**src/rtl/psp_retmon_pkg.sv**
```systemverilog
// psp_retmon_pkg: shared status encoding, terminal error codes and popcount helper for the retire monitor.
package psp_retmon_pkg;
  typedef enum logic [2:0] {
    RUN          = 3'd0,
    PASS         = 3'd1,
    FAIL_ERR     = 3'd2,
    FAIL_TIMEOUT = 3'd3,
    FAIL_PC      = 3'd4
  } status_t;
  localparam logic [15:0] ERR_PC      = 16'hFFFF;
  localparam logic [15:0] ERR_TIMEOUT = 16'hFFFE;
  function automatic logic [2:0] popcount(input logic [3:0] v);
    popcount = 3'(v[0]) + 3'(v[1]) + 3'(v[2]) + 3'(v[3]);
  endfunction
endpackage

```
**src/rtl/psp_lane_prefix.sv**
```systemverilog
// psp_lane_prefix: exclusive prefix popcount of the lane valids (per-lane offset) plus the total count.
module psp_lane_prefix
  import psp_retmon_pkg::*;
#(
  parameter int NRET = 1
) (
  input  logic [NRET-1:0]   valid,
  output logic [NRET*3-1:0] offset,
  output logic [2:0]        total
);
  logic [3:0] vz;
  assign vz = 4'(valid);
  assign total = popcount(vz);
  for (genvar i = 0; i < NRET; i++) begin : g_off
    assign offset[i*3 +: 3] = popcount(vz & ((4'd1 << i) - 4'd1));
  end
endmodule

```
**src/rtl/psp_retire_monitor.sv**
```systemverilog
// psp_retire_monitor: RVFI retire order numbering, no-retire watchdog and sticky pass/fail status.
// Optional PC continuity check across retirements is enabled by defining PSP_RETMON_PC_CHECK_EN.
module psp_retire_monitor
  import psp_retmon_pkg::*;
#(
  parameter int NRET           = 1,
  parameter int ORDER_W        = 64,
  parameter int ERR_W          = 16,
  parameter int TIMEOUT_CYCLES = 1000000,
  parameter int TIMEOUT_W      = 32
) (
  input  logic                    clk,
  input  logic                    reset,
  input  logic [NRET-1:0]         rvfi_valid,
  input  logic [NRET*32-1:0]      rvfi_pc_rdata,
  input  logic [NRET*32-1:0]      rvfi_pc_wdata,
  input  logic [ERR_W-1:0]        errcode,
  input  logic                    done,
  output logic [NRET*ORDER_W-1:0] lane_order,
  output logic [ORDER_W-1:0]      retired,
  output status_t                 status,
  output logic                    halt,
  output logic [ERR_W-1:0]        err_code_q,
  output logic [ORDER_W-1:0]      err_order_q,
  output logic [1:0]              err_lane_q
);
  localparam logic [TIMEOUT_W-1:0] WD_LIMIT = TIMEOUT_W'(TIMEOUT_CYCLES - 1);
  logic [NRET*3-1:0]    offset;
  logic [2:0]           total;
  logic                 any_valid, timeout, pc_bad, fail_entry;
  logic [1:0]           bad_lane, lane_d;
  logic [TIMEOUT_W-1:0] wdog;
  logic [ERR_W-1:0]     code_d;
  status_t              next;
  psp_lane_prefix #(.NRET(NRET)) u_prefix (
    .valid (rvfi_valid),
    .offset(offset),
    .total (total)
  );
  for (genvar i = 0; i < NRET; i++) begin : g_order
    assign lane_order[i*ORDER_W +: ORDER_W] = retired + ORDER_W'(offset[i*3 +: 3]);
  end
  assign any_valid = |rvfi_valid;
  assign timeout = (TIMEOUT_CYCLES != 0) && !any_valid && (wdog == WD_LIMIT);
`ifdef PSP_RETMON_PC_CHECK_EN
  logic [31:0] last_pc, chain_pc;
  logic        last_pc_valid, chain_valid;
  // Each valid lane must continue from the previous valid lane, or from the last retired insn.
  always_comb begin
    chain_pc = last_pc;
    chain_valid = last_pc_valid;
    pc_bad = 1'b0;
    bad_lane = 2'd0;
    for (int i = 0; i < NRET; i++) begin
      if (rvfi_valid[i]) begin
        if (chain_valid && !pc_bad && rvfi_pc_rdata[i*32 +: 32] != chain_pc) begin
          pc_bad = 1'b1;
          bad_lane = 2'(i);
        end
        chain_pc = rvfi_pc_wdata[i*32 +: 32];
        chain_valid = 1'b1;
      end
    end
  end
  always_ff @(posedge clk) begin
    if (reset) begin
      last_pc <= '0;
      last_pc_valid <= 1'b0;
    end else if (status == RUN) begin
      last_pc <= chain_pc;
      last_pc_valid <= chain_valid;
    end
  end
`else
  logic unused_pc;
  assign unused_pc = ^{rvfi_pc_rdata, rvfi_pc_wdata};
  assign pc_bad = 1'b0;
  assign bad_lane = 2'd0;
`endif
  always_ff @(posedge clk) status <= reset ? RUN : next;
  always_comb begin
    next = status;
    if (status == RUN)
      next = errcode != '0 ? FAIL_ERR : pc_bad ? FAIL_PC : done ? PASS : timeout ? FAIL_TIMEOUT : RUN;
  end
  always_comb begin
    halt = status != RUN;
    fail_entry = status == RUN && next != RUN && next != PASS;
    code_d = next == FAIL_ERR ? errcode : next == FAIL_PC ? ERR_W'(ERR_PC) : ERR_W'(ERR_TIMEOUT);
    lane_d = next == FAIL_PC ? bad_lane : 2'd0;
  end
  always_ff @(posedge clk) begin
    if (reset) begin
      retired <= '0;
      wdog <= '0;
      err_code_q <= '0;
      err_order_q <= '0;
      err_lane_q <= '0;
    end else if (status == RUN) begin
      retired <= retired + ORDER_W'(total);
      wdog <= any_valid ? '0 : (&wdog ? wdog : wdog + TIMEOUT_W'(1));
      if (fail_entry) begin
        err_code_q <= code_d;
        err_order_q <= retired;
        err_lane_q <= lane_d;
      end
    end
  end
endmodule

```
**config.mk**
```make
export PLATFORM = sky130hd
export DESIGN_NAME = psp_retire_monitor
export DESIGN_NICKNAME = d
export VERILOG_FILES = /design/src/rtl/psp_retmon_pkg.sv /design/src/rtl/psp_lane_prefix.sv /design/src/rtl/psp_retire_monitor.sv
export SDC_FILE = /design/constraint.sdc
export NUM_CORES = 1
export LEC_CHECK = 0
export CAP_MARGIN = 20
export CORE_MARGIN = 2
export CORE_UTILIZATION = 41
export CTS_CLUSTER_DIAMETER = 60
export CTS_CLUSTER_SIZE = 25
export DETAILED_ROUTE_END_ITERATION = 7
export PLACE_DENSITY = 0.76
export SYNTH_ARGS = -nofsm -noshare
export SYNTH_HDL_FRONTEND = slang
export SYNTH_SLANG_ARGS = --single-unit
```
**constraint.sdc**
```tcl
create_clock -name clk -period 2.42 [get_ports clk]
set_clock_uncertainty 0.1 [all_clocks]
set_input_delay 0.242 -clock clk [delete_from_list [all_inputs] [get_ports clk]]
set_output_delay 0.242 -clock clk [all_outputs]
set_load 0.03 [all_outputs]
```
==> results of run 1 <==
## state kept, by name, summed over array words and instances (netlist names)
| name | count |
|---|---|
| status | 3 |
| err_order_q | 64 |
| wdog | 32 |
| err_code_q | 16 |
| retired | 64 |
## kinds of logic after synthesis
group,share of synthesized area
flip-flops,0.421
multiplexers,0.0811
buffers and inverters,0.0885
AO/OA/AOI/OAI,0.104
AND/OR/NAND/NOR,0.273
XOR/XNOR,0.0288
adder cells (fa/ha/maj),0.00441
other,0.000440
## synth_stat cells, types with 17 or more instances
cell type / number / area (µm²)
o21ai_0: 28 / 140
nand3_1: 38 / 190
buf_4: 68 / 510
or3_1: 18 / 113
nor4_1: 17 / 106
a21oi_1: 47 / 235
o31ai_1: 22 / 165
nand2_1: 182 / 683
dfxtp_1: 179 / 3580
nor2_1: 51 / 191
or4_1: 36 / 270
nand4_1: 44 / 275
clkbuf_1: 38 / 143
xor2_1: 20 / 175
mux2i_1: 69 / 691
## tightest hold or removal path, stage by stage
cell and delay [ns]:
buf_2 0.15, inv_4 0.12, o21a_1 0.13
## final cells by class
cell class,count,area share
Clock buffer,18,0.0359
Clock inverter,14,0.0136
Inverter,10,0.00335
Multi-Input combinational cell,681,0.359
Sequential cell,179,0.301
Tap cell,270,0.0283
Timing Repair Buffer,320,0.259
## worst min-delay path by stage
stage	startpoint	to
after floorplan	errcode[0]	err_code_q[0]$_SDFFE_PP0P_
after detailed placement	err_order_q[2]$_SDFFE_PP0P_	err_order_q[2]$_SDFFE_PP0P_
final	reset	status[1]$_SDFF_PP0_
after CTS	reset	status[1]$_SDFF_PP0_
after global routing	reset	err_order_q[7]$_SDFFE_PP0P_
after global placement	err_order_q[5]$_SDFFE_PP0P_	err_order_q[5]$_SDFFE_PP0P_
## routing by layer
metal / vias to the layer above / track usage / routed length (µm)
met3: 31 / 0.0405 / 1350
li1: 3933 / - / -
met5: - / 0 / 0
met2: 260 / 0.365 / 11900
met4: 0 / 0.0571 / 463
met1: 3905 / 0.277 / 10600
## power by group
group	internal, W	switching, W
logic	0.000200	0.000278
clock network	0.00147	0.00128
registers	0.00297	0.0000194
## per-stage QoR
| step | power (W) | utilization | setup TNS, ns |
|---|---|---|---|
| finish | 0.00623 | 0.589 | 0 |
| floorplan | 0.00333 | - | -0.0938 |
| global placement | 0.00350 | 0.550 | -19.48 |
| CTS | 0.00628 | 0.583 | 0 |
| detailed placement | 0.00351 | 0.550 | -22.04 |
| global route | 0.00644 | 0.589 | -0.467 |
## repair_timing
| item | 4_1_cts | 5_1_grt |
|---|---|---|
| pin swaps | 3 | 6 |
| setup buffers | 4 | 4 |
| resized for setup | 4 | 11 |
| setup endpoints to repair | 5 | 45 |
| gates cloned | 1 | 2 |
==> results.toml, run 1 <==
[floorplan]
dieArea_um2 = 22000
floorplan.rows = 52
start_util = 0.420
ioPinCount = 298
die_y_um = 148
core_um2 = 20300
die_w_um = 148

[timing]
max-slew-margin-rel = 0.624
finalHoldViolCount = 0
rsz0062_at_grt = "true"
finalCritPeriodShare = 0.995
hold_slack_ns = 0.162
fmax_ghz = 0.415
finalCriticalPeriod_ns = 2.41
worst_slack_ns = 0.0125
slew_viol_final = 0
tightest_slew_ns = 0.558
setup_viol = 0

[drt]
wl_per_cell_um = 16.3
wirelength_mm = 24.3
vias = 8129
dr.first_iter.drc_count = 589
drc = 0
ant_nets = 0
firstDrtPassIters = 7
viasPerCell = 5.45

[placed_design]
dpl_cell_area_um2 = 11200
dp_slack_ns = -0.454
hpwlAfterDp_mm = 16.9
gp_congestion = 0.844
dp.cells = 1449
port_buffers = 231

[setup_path]
path_class = "reg2reg"
crit_cells = 8
crit_path_top_delay_cell = "or4b_4"
critPathTopFamily = "simple AND/OR/NAND/NOR gates"
worst_r2r_endpoint = "retired[62]$_SDFFE_PP0N_"
cp-endpoint = "retired[62]$_SDFFE_PP0N_"
critPathMaxFanout = 5
cpMostUsedCell = "ha_4"
start_kind = "register"
worst-path-buf-inv = 1
cp.required_ns = 2.68
path_cells = "ha_4, ha_4, or4b_4, nor3_4, nand4_4, buf_6, or4_4, a21oi_2"
cp-end-kind = "register"
worst-r2r-setup-slack_ns = 0.01
critPathArrivalTime_ns = 2.67
regToRegStartpoint = "retired[0]$_SDFFE_PP0N_"
reg2regPathDepth = 8
crit_start = "retired[0]$_SDFFE_PP0N_"
slowest_delay_ns = 0.51

[layout]
final.fill_count = 1753
area_delta_synth_final_pct = 40.2
drive_gt1_frac = 0.141
fin_area_um2 = 11900
final_cell_mix = "228 x clkdlybuf4s50_1, 182 x nand2_1, 174 x dfxtp_1"
register_area_um2 = 3590
mostFrequentLayoutCell = "clkdlybuf4s50_1"
nNetsFinal = 1296
multiInputGateArea_um2 = 4290
instances_no_fill = 1492
n_antenna_cell = 0

[synthesis]
yosysUniqueCellTypes = 50
syn-cell-area_um2 = 8520
synth_flop_cell = "dfxtp_1"
async_flop_share = 0
synth_seq_cells = 179
synthCells = 987
synth-seq-area-share = 0.421
synth.avg_cell_area_um2 = 8.63
yosys_warnings = 0
synth_edf_count = 0

[job]
cap_violations = 0

[global_routing]
antenna_found_initial = 0
grt_pass1_vias = 7467
grt_usage = 0.214
grt_max_degree = 126
grt_pass1_wl_mm = 38.2
overflow = 0

[power]
vdd_drop_max_v = 0.000515
p_per_area_nw_per_um2 = 521
power_leakage_nw = 4.29

[clock_tree]
h-tree-depth = 4
cts_tree = "yes"
cts_sinks = 179
clockRootBuffer = "clkbuf_16"
clk_pin_slew_ns = 0.07
cts_buffers = 17
clock_path_buffers = 2
cts_hold_buf = 0
clock_latency_ns = 0.44

[worst_hold_path]
hold_path_depth = 3
hp-class = "in2reg"

[outcome]
status = "completed"
No activity file was read; power rests on OpenSTA's default activity.
==> run 2: changes to the inputs <==
--- a/config.mk
+++ b/config.mk
@@ -13,2 +13,3 @@
 export DETAILED_ROUTE_END_ITERATION = 7
+export GPL_ROUTABILITY_DRIVEN = 0
 export PLACE_DENSITY = 0.76
--- a/constraint.sdc
+++ b/constraint.sdc
@@ -4,2 +4,2 @@
 set_output_delay 0.242 -clock clk [all_outputs]
-set_load 0.03 [all_outputs]
+set_load 0.1 [all_outputs]
==> results.toml, run 2 (synthesized netlist as in run 1, its figures left out) <==
[global_routing]
grt_pass1_wl_mm = 37.5
grt_usage = 0.210
grt_max_degree = 84
grt_pass1_vias = 7202
overflow = 0
antenna_found_initial = 0

[power]
p_sw_w = 0.00178
p_clk_frac = 0.433
switching_share = 0.278
comb_power_share = 0.103
p_int_w = 0.00462
power_leakage_nw = 4.68
sequentialPowerShare = 0.464
p_per_area_nw_per_um2 = 557
vdd_drop_max_v = 0.000510
total_power_w = 0.00640

[clock_tree]
cts_buffers = 17
clockRootBuffer = "clkbuf_16"
clock_path_buffers = 2
cts_sinks = 179
cts_hold_buf = 0
clock_latency_ns = 0.43
clk_pin_slew_ns = 0.07
cts_tree = "yes"
h-tree-depth = 4

[drt]
ant_nets = 0
wirelength_mm = 24.0
drc = 0
wl_per_cell_um = 16.2
viasPerCell = 5.39
vias = 7961
dr.first_iter.drc_count = 495
firstDrtPassIters = 6

[floorplan]
dieArea_um2 = 22000
ioPinCount = 298
core_um2 = 20300
die_w_um = 148
start_util = 0.420
floorplan.rows = 52
die_y_um = 148

[placed_design]
dp.cells = 1433
port_buffers = 231
hpwlAfterDp_mm = 16.9

[timing]
hold_slack_ns = 0.0881
finalCriticalPeriod_ns = 2.40
fmax_ghz = 0.417
finalCritPeriodShare = 0.991
slew_viol_final = 0
finalHoldViolCount = 0
setup_viol = 0
rsz0062_at_grt = "true"

[setup_path]
start_kind = "register"
cp-end-kind = "register"
critPathArrivalTime_ns = 2.66
cp.required_ns = 2.68
path_class = "reg2reg"
critPathMaxFanout = 6

[layout]
mostFrequentLayoutCell = "buf_4"
reg_top3 = "err_order_q: 64 flops, retired: 64 flops, wdog: 32 flops"
drive_gt1_frac = 0.349
area_delta_synth_final_pct = 34.9
nNetsFinal = 1282
instances_no_fill = 1478
n_antenna_cell = 0
final_cell_mix = "271 x buf_4, 182 x nand2_1, 124 x dfxtp_1"

[outcome]
status = "completed"

[worst_hold_path]
hp-class = "in2reg"

[job]
cap_violations = 0
-- run 2: cell types whose count changed in the layout (fill, tap and decap cells not counted), sizes merged, moves of 2 or more --
cell / before / now
buf: 89 / 284
clkinvlp: 0 / 2
clkdlybuf4s50: 228 / 17
clkinv: 5 / 3
-- run 2: layout make-up --
cell class	instances	area [µm²]
clock inverters	15	160
multi-input cells	682	4310
fillers	1816	8810
clock buffers	17	425
well taps	270	338
repair buffers	305	2500
flip-flops and latches	179	3720
inverters	10	40.0
-- run 2: worst paths after layout --
kind                                      from                      endpoint  slack, ns  cells past startpoint
setup reg to reg       retired[0]$_SDFFE_PP0N_      retired[56]$_SDFFE_PP0N_       0.02                      8
setup / recovery       retired[0]$_SDFFE_PP0N_      retired[56]$_SDFFE_PP0N_       0.02                      8
hold / removal                           reset      retired[49]$_SDFFE_PP0N_       0.09                      2
hold reg to reg   err_order_q[56]$_SDFFE_PP0P_  err_order_q[56]$_SDFFE_PP0P_       0.36                      2
-- run 2: power by group through the flow --
stage	Sequential, W	Clock (W)	Combinational [W]
after CTS	0.00297	0.00283	0.000636
after global routing	0.00297	0.00298	0.000691
after detailed placement	0.00304	0	0.000634
after global placement	0.00304	0	0.000631
final	0.00297	0.00277	0.000662
after floorplan	0.00324	0	0.000246
-- run 2: stage by stage --
step	cell area, µm²	setup TNS, ns	utilization	setup slack (ns)
after global routing	11500	-0.273	0.566	-0.0542
after global placement	10700	-12.35	0.525	-0.516
after detailed placement	10700	-14.34	0.525	-0.558
after CTS	11300	0	0.556	0.0215
after floorplan	8700	-2.12	-	-0.206
final	11500	0	0.566	0.0220
-- run 2: layer usage --
layer | wire (µm) | vias up | GRT usage
met1 | 10200 | 3767 | 0.272
met4 | 336 | 0 | 0.0562
met5 | 0 | - | 0
li1 | - | 3930 | -
met3 | 1520 | 25 | 0.0439
met2 | 11900 | 239 | 0.358
-- run 2: repair_timing --
action	4_1_cts	5_1_grt
hold endpoints to repair	0	0
endpoints found under the setup margin	22	74
cloned	0	4
pin swaps	3	4
buffers inserted	1	8
gates resized for setup	4	17
-- run 2: critical path, stage by stage, from the launching register on --
cell	delay (ns)
dfxtp_4	0.36
ha_4	0.13
ha_1	0.12
or4b_4	0.45
buf_6	0.16
nor4_4	0.26
nand4_1	0.18
or4_1	0.43
a21oi_1	0.15
